File: src/rtl/nes_pad_emulator.sv
// rtl/nes_pad_emulator.sv - CD4021-style serial NES pad emulated from a parallel joystick word
// Adds SOCD cleaning and A/B turbo; loads transparently while latch is high.
module nes_pad_emulator #(
  parameter logic [23:0] TURBO_DIV = 24'd833_333,
  parameter logic        FILL_BIT  = 1'b1
) (
  input  logic       clk,
  input  logic       hard_reset,
  input  logic [7:0] joystick,
  input  logic [1:0] turbo_en,
  input  logic       latch,
  input  logic       nes_clk,
  output logic       data,
  output logic       latch_fall
);

  logic [7:0]  r_sr;
  logic        r_latch_q;
  logic        r_nes_clk_q;
  logic        r_data;
  logic        r_latch_fall;
  logic [23:0] r_turbo_cnt;
  logic        r_phase;

  logic        w_rise;
  logic        w_fall;
  logic        w_u;
  logic        w_d;
  logic        w_l;
  logic        w_r;
  logic        w_a;
  logic        w_b;
  logic [7:0]  w_snap;
  logic [7:0]  w_sr_next;

  assign w_rise = nes_clk & ~r_nes_clk_q;
  assign w_fall = ~latch & r_latch_q;

  // Opposing directions pressed together cancel out
  assign w_u = joystick[3] & ~joystick[2];
  assign w_d = joystick[2] & ~joystick[3];
  assign w_l = joystick[1] & ~joystick[0];
  assign w_r = joystick[0] & ~joystick[1];

  assign w_a = joystick[4] & ~(turbo_en[0] & r_phase);
  assign w_b = joystick[5] & ~(turbo_en[1] & r_phase);

  assign w_snap = ~{w_r, w_l, w_d, w_u, joystick[7], joystick[6], w_b, w_a};

  always_comb begin
    w_sr_next = r_sr;
    if (latch) begin
      w_sr_next = w_snap;
    end else if (w_rise) begin
      w_sr_next = {FILL_BIT, r_sr[7:1]};
    end
  end

  always_ff @(posedge clk) begin
    if (hard_reset) begin
      r_turbo_cnt <= 24'd0;
      r_phase     <= 1'b0;
    end else if (r_turbo_cnt == TURBO_DIV - 24'd1) begin
      r_turbo_cnt <= 24'd0;
      r_phase     <= ~r_phase;
    end else begin
      r_turbo_cnt <= r_turbo_cnt + 24'd1;
    end
  end

  // data follows sr one cycle later, giving two cycles from an input edge
  always_ff @(posedge clk) begin
    if (hard_reset) begin
      r_sr         <= 8'hFF;
      r_data       <= 1'b1;
      r_latch_fall <= 1'b0;
      r_latch_q    <= 1'b0;
      r_nes_clk_q  <= 1'b0;
    end else begin
      r_sr         <= w_sr_next;
      r_data       <= r_sr[0];
      r_latch_fall <= w_fall;
      r_latch_q    <= latch;
      r_nes_clk_q  <= nes_clk;
    end
  end

  assign data       = r_data;
  assign latch_fall = r_latch_fall;

endmodule

File: config.mk
export PLATFORM = sky130hd
export DESIGN_NAME = nes_pad_emulator
export DESIGN_NICKNAME = d
export VERILOG_FILES = /design/src/rtl/nes_pad_emulator.sv
export SDC_FILE = /design/constraint.sdc
export NUM_CORES = 1
export LEC_CHECK = 0
export BUFFER_PORTS_ARGS = -buffer_cell sky130_fd_sc_hd__buf_4
export CORE_AREA = 2 2 71 87
export DETAILED_ROUTE_END_ITERATION = 6
export DIE_AREA = 0 0 73 89
export MAX_ROUTING_LAYER = met4
export SETUP_SLACK_MARGIN = 0.1
export SYNTH_ARGS = -nofsm -noshare
export SYNTH_HDL_FRONTEND = slang
export SYNTH_SLANG_ARGS = --single-unit
File: constraint.sdc
create_clock -name clk -period 4.5 [get_ports clk]
set_input_delay 0.225 -clock clk [delete_from_list [all_inputs] [get_ports clk]]
set_output_delay 0.225 -clock clk [all_outputs]
set_load 0.01 [all_outputs]
==> flow_summary.html <==
<table>
<tr><th>Metric</th><th>Value</th></tr>
<tr><th colspan="2">Power</th></tr>
<tr><td>Peak supply drop</td><td>roughly 0.00017 V</td></tr>
<tr><td>Static leakage power</td><td>roughly 0.00064 uW</td></tr>
<tr><td>Cell internal power dissipation</td><td>approximately 460 uW</td></tr>
<tr><td>Net load switching power</td><td>between 100 and 150 uW</td></tr>
<tr><td>Sequential cell fraction of total power</td><td>0.564</td></tr>
<tr><td>Portion of total power attributed to combinational logic</td><td>0.063</td></tr>
<tr><td>Fraction of power consumed by the clock network</td><td>0.373</td></tr>
<tr><td>Share of total power consumed by net switching</td><td>0.2327</td></tr>
<tr><td>Pwr/cell area</td><td>between 300 and 400 mW/mm^2</td></tr>
<tr><th colspan="2">Critical path</th></tr>
<tr><td>FF-to-FF path depth</td><td>4</td></tr>
<tr><td>Launch point of the worst reg-to-reg path</td><td>r_turbo_cnt[4]$_SDFF_PP0_</td></tr>
<tr><td>Critical path fanouts, max</td><td>9</td></tr>
<tr><td>Arrival @ worst endpoint</td><td>2130 ps</td></tr>
<tr><td>Kind of critical path</td><td>register to register</td></tr>
<tr><td>Ordered cell list for the critical path</td><td>nand4_4, or4_1, or3_1, a21oi_1</td></tr>
<tr><td>Library cell contributing the largest single delay on the critical path</td><td>or4_1</td></tr>
<tr><td>Setup slack on the worst flop-to-flop path</td><td>between 2000 and 3000 ps</td></tr>
<tr><td>End of the worst register-to-register path</td><td>r_turbo_cnt[23]$_SDFF_PP0_</td></tr>
<tr><td>Highest cell delay on the worst timing path</td><td>660 ps</td></tr>
<tr><td>Endpoint required time on the critical path</td><td>approximately 4700 ps</td></tr>
<tr><td>Critical Path End Type</td><td>register</td></tr>
<tr><td>Nature of the critical path startpoint</td><td>register</td></tr>
<tr><th colspan="2">Clock network</th></tr>
<tr><td>Post CTS Setup Buffer Count</td><td>0</td></tr>
<tr><td># clock sinks</td><td>37</td></tr>
<tr><td>Number of cells upsized or downsized after cts</td><td>0</td></tr>
<tr><td>Clock tree from TritonCTS</td><td>built</td></tr>
<tr><td>Root cell of the clock tree</td><td>clkbuf_8</td></tr>
<tr><td>Worst skew pair latency</td><td>290 ps</td></tr>
<tr><td>Number of buffers created by CTS</td><td>5</td></tr>
<tr><td>Clock edge transition at the registers on the reported setup and hold paths</td><td>roughly 80 ps</td></tr>
<tr><td>Maximum level of the CTS H-tree</td><td>2</td></tr>
<tr><td>Clock buffer depth</td><td>2</td></tr>
<tr><td>CTS Hold Buffers Added</td><td>0</td></tr>
<tr><th colspan="2">Synth</th></tr>
<tr><td>Number of flip-flops and latches in the synthesized netlist</td><td>37</td></tr>
<tr><td>Synth Area in Simple Gates</td><td>0.2986</td></tr>
<tr><td>Share of synthesized cell area in full adder, half adder and majority cells</td><td>0.01508</td></tr>
<tr><td>Per-instance average area after synthesis</td><td>8.825 sq um</td></tr>
<tr><td>Cells after synthesis</td><td>roughly 190</td></tr>
<tr><td>Asr flop ratio synth</td><td>0</td></tr>
<tr><td>Mux cell area share after synthesis</td><td>0.04751</td></tr>
<tr><td>Most frequent cell after synthesis</td><td>dfxtp_1</td></tr>
<tr><td>Leading cell types by total area after synthesis</td><td>dfxtp_1 45%, mux2_2 4.8%, xnor2_1 4.8%, o21ai_0 4.2%, nor2_1 4.1%</td></tr>
<tr><td>Flip-flop cell with the highest count after synthesis</td><td>dfxtp_1</td></tr>
<tr><td>Biggest area consumer among synthesized cells</td><td>dfxtp_1</td></tr>
<tr><td>Post-synth EDFFs</td><td>0</td></tr>
<tr><td>Summed instance area of the synthesized netlist</td><td>~0.0017 sq mm</td></tr>
<tr><td>Share of Yosys cell area claimed by the top area cell type</td><td>0.4465</td></tr>
<tr><td>Post-synth top cells</td><td>37 x dfxtp_1, 18 x nor2_1, 15 x nand2_1</td></tr>
<tr><td>Portion of the post-synthesis area used by sequential elements</td><td>0.4465</td></tr>
<tr><td>Post-synthesis cell type count</td><td>35</td></tr>
<tr><td>Share of the synthesized netlist area taken by xor and xnor gates</td><td>0.07391</td></tr>
<tr><td>Compound-cell area share of the yosys netlist</td><td>0.08824</td></tr>
<tr><td>Main combinational cell family by area after synthesis</td><td>simple AND/OR/NAND/NOR gates</td></tr>
<tr><td>Ys Warns</td><td>0</td></tr>
<tr><td>Net count of the mapped netlist</td><td>approximately 200</td></tr>
<tr><th colspan="2">Drt</th></tr>
<tr><td>Number of DRC violations after detailed routing</td><td>0</td></tr>
<tr><td>Wire length reported by the detailed router</td><td>3.012 mm</td></tr>
<tr><td>Vias/cell</td><td>just under 5</td></tr>
<tr><td>Routed wire length per instance</td><td>between 10 and 15 um</td></tr>
<tr><td>Routed met3 length</td><td>between 100 and 150 um</td></tr>
<tr><td>Via count of the routed design</td><td>between 1,000 and 1,500</td></tr>
<tr><td>Number of iterations in the first detailed-routing pass</td><td>5</td></tr>
<tr><td>Post-route antenna net violation count</td><td>0</td></tr>
<tr><td>Metal-1 WL</td><td>between 1 and 1.5 mm</td></tr>
<tr><td>Iteration-0 DRC Markers</td><td>45</td></tr>
<tr><td>Top layer in use</td><td>met4</td></tr>
<tr><td>Met2 wire length</td><td>approximately 1.3 mm</td></tr>
<tr><th colspan="2">Floorplanning</th></tr>
<tr><td>Initial core utilization</td><td>0.2966</td></tr>
<tr><td>Die Wd</td><td>~73 um</td></tr>
<tr><td>Site row count</td><td>30</td></tr>
<tr><td>Number of placed I/O pins</td><td>16</td></tr>
<tr><td>Vertical die dimension</td><td>around 90 um</td></tr>
<tr><td>Full die area</td><td>approximately 0.0065 sq mm</td></tr>
<tr><td>Core region area</td><td>about 0.0056 sq mm</td></tr>
<tr><th colspan="2">Global route</th></tr>
<tr><td>Antenna violations before repair</td><td>0</td></tr>
<tr><td>Global-route wire length before repair</td><td>5.147 mm</td></tr>
<tr><td>Largest net degree at the start of global routing</td><td>24</td></tr>
<tr><td>Total routing usage reported by global routing</td><td>0.1039</td></tr>
<tr><td>Vias in the first global route</td><td>1,188</td></tr>
<tr><td>Global-route congestion overflow total</td><td>0</td></tr>
<tr><th colspan="2">Timing</th></tr>
<tr><td>Number of hold violations in the final report</td><td>0</td></tr>
<tr><td>Transition time of the tightest slew-check pin</td><td>644.4 ps</td></tr>
<tr><td>Sum Neg Setup Slack</td><td>0 ps</td></tr>
<tr><td>Final number of max-transition violations</td><td>0</td></tr>
<tr><td>Setup Viol. Count Final</td><td>0</td></tr>
<tr><td>RSZ-0062 raised after global routing</td><td>no</td></tr>
<tr><td>Worst-case clock skew</td><td>7.126 ps</td></tr>
<tr><td>Slew HR</td><td>0.5695</td></tr>
<tr><td>Minimum period implied by the final worst setup slack</td><td>1898 ps</td></tr>
<tr><td>Crit share post-route</td><td>0.4218</td></tr>
<tr><td>Maximum clock frequency</td><td>roughly 0.53 GHz</td></tr>
<tr><th colspan="2">Job</th></tr>
<tr><td>Maximum capacitance violations</td><td>0</td></tr>
<tr><th colspan="2">Cells and area</th></tr>
<tr><td>Antenna fix cells</td><td>0</td></tr>
<tr><td>Layout Nets</td><td>roughly 220</td></tr>
<tr><td>Non-filler instance count after layout</td><td>around 270</td></tr>
<tr><td>Synthesis-to-layout area growth</td><td>15.16%</td></tr>
<tr><td>Final instance area</td><td>approximately 0.0019 sq mm</td></tr>
<tr><td>Finished Core Util</td><td>0.3416</td></tr>
<tr><td>Proportion of layout cells with a drive suffix above 1</td><td>0.1667</td></tr>
<tr><th colspan="2">Worst hold path</th></tr>
<tr><td>Hold Crit Depth</td><td>2</td></tr>
<tr><td>Terminating pin of the worst hold path</td><td>r_nes_clk_q$_SDFF_PP0_</td></tr>
<tr><td>Worst hold path startpoint</td><td>nes_clk</td></tr>
<tr><td>HP Class</td><td>input pin to register</td></tr>
<tr><th colspan="2">Placement</th></tr>
<tr><td>IO Port Bufs</td><td>15</td></tr>
<tr><td>Estimated wirelength of the detail-placed design</td><td>2.131 mm</td></tr>
<tr><td>Dpl cell area</td><td>0.001824 sq mm</td></tr>
<tr><td>RePlAce Congestion</td><td>about 0.8</td></tr>
<tr><td>Cell count after placement</td><td>260</td></tr>
<tr><th colspan="2">Outcome</th></tr>
<tr><td>Outcome</td><td>complete, no violations</td></tr>
</table>
## state kept, by name (all words and copies together), names as in the netlist
name	flops
latch_fall	1
r_phase	1
data	1
r_nes_clk_q	1
r_sr	8
r_latch_q	1
r_turbo_cnt	24
## worst max-delay path: cells and delay by family, from the launching register on
family          cells  cell delay (ps)
compound gates      1              140
simple gates        3             1230
flops               1              470
## metrics by stage
step                hold WS, ps  setup slack [ps]  power (uW)
floorplan                 296.6              2754       370.0
global placement          429.0              2641       385.1
detailed placement        432.5              2611       385.7
CTS                       142.1              2610       611.8
global route              150.5              2493       634.9
finish                    146.7              2602       602.1
## cell usage in the layout (no fill, tap or decap), types with 2 or more instances in the layout
cell type,netlist,final
nand4_1,7,7
clkinv_2,0,2
nand2_1,15,15
mux2_2,7,7
nor4_1,3,3
or3_1,9,9
dfxtp_1,37,37
nor2_1,18,18
xnor2_1,9,9
buf_4,0,16
o21ai_0,14,14
nand3_1,8,8
a21oi_1,9,9
or4_1,3,3
ha_1,2,2
nand3b_1,2,2
nor2b_1,3,3
inv_1,4,4
nor3_1,3,3
xor2_1,5,5
clkbuf_8,0,5
nand2b_1,8,8
and3_1,2,2
## power by group through the flow
stage	registers, uW	logic (uW)	clock network (uW)
2_1_floorplan	346	23.9	0
3_3_place_gp	347	38.3	0
3_5_place_dp	347	38.3	0
4_1_cts	340	38.6	234
5_1_grt	341	42.2	252
6_report	340	37.7	225
## per-layer routing
| metal | up-vias | global-route usage |
|---|---|---|
| met3 | 8 | 0.02706 |
| met5 | - | - |
| li1 | 688 | - |
| met2 | 26 | 0.1687 |
| met4 | 0 | 0.04545 |
| met1 | 584 | 0.1202 |
## final cells by class
cell class,count,area [sq um]
Fill cell,601,3682
Multi-Input combinational cell,139,868.3
Inverter,4,15.01
Timing Repair Buffer,16,120.1
Clock buffer,5,68.82
Tap cell,64,80.08
Clock inverter,3,17.52
Sequential cell,37,740.7
## cells by family (layout without fill, tap and decap cells)
kind of cell / count (synthesis) / after routing
AO/OA/AOI/OAI: 27 / 27
flip-flops: 37 / 37
AND/OR/NAND/NOR: 89 / 89
XOR/XNOR: 14 / 14
adder cells (fa/ha/maj): 2 / 2
multiplexers: 7 / 7
buffers and inverters: 12 / 28
## worst max path at each step
stage                                    startpoint                    endpoint  slack [ps]  cells past startpoint
after floorplan           r_turbo_cnt[4]$_SDFF_PP0_  r_turbo_cnt[22]$_SDFF_PP0_        2750                      5
after global placement    r_turbo_cnt[4]$_SDFF_PP0_  r_turbo_cnt[23]$_SDFF_PP0_        2640                      4
after detailed placement  r_turbo_cnt[4]$_SDFF_PP0_  r_turbo_cnt[19]$_SDFF_PP0_        2610                      4
after CTS                 r_turbo_cnt[4]$_SDFF_PP0_  r_turbo_cnt[23]$_SDFF_PP0_        2610                      4
after global routing      r_turbo_cnt[4]$_SDFF_PP0_  r_turbo_cnt[19]$_SDFF_PP0_        2490                      4
final                     r_turbo_cnt[4]$_SDFF_PP0_  r_turbo_cnt[23]$_SDFF_PP0_        2600                      4
Note: power is estimated with default switching activity, not from simulation.
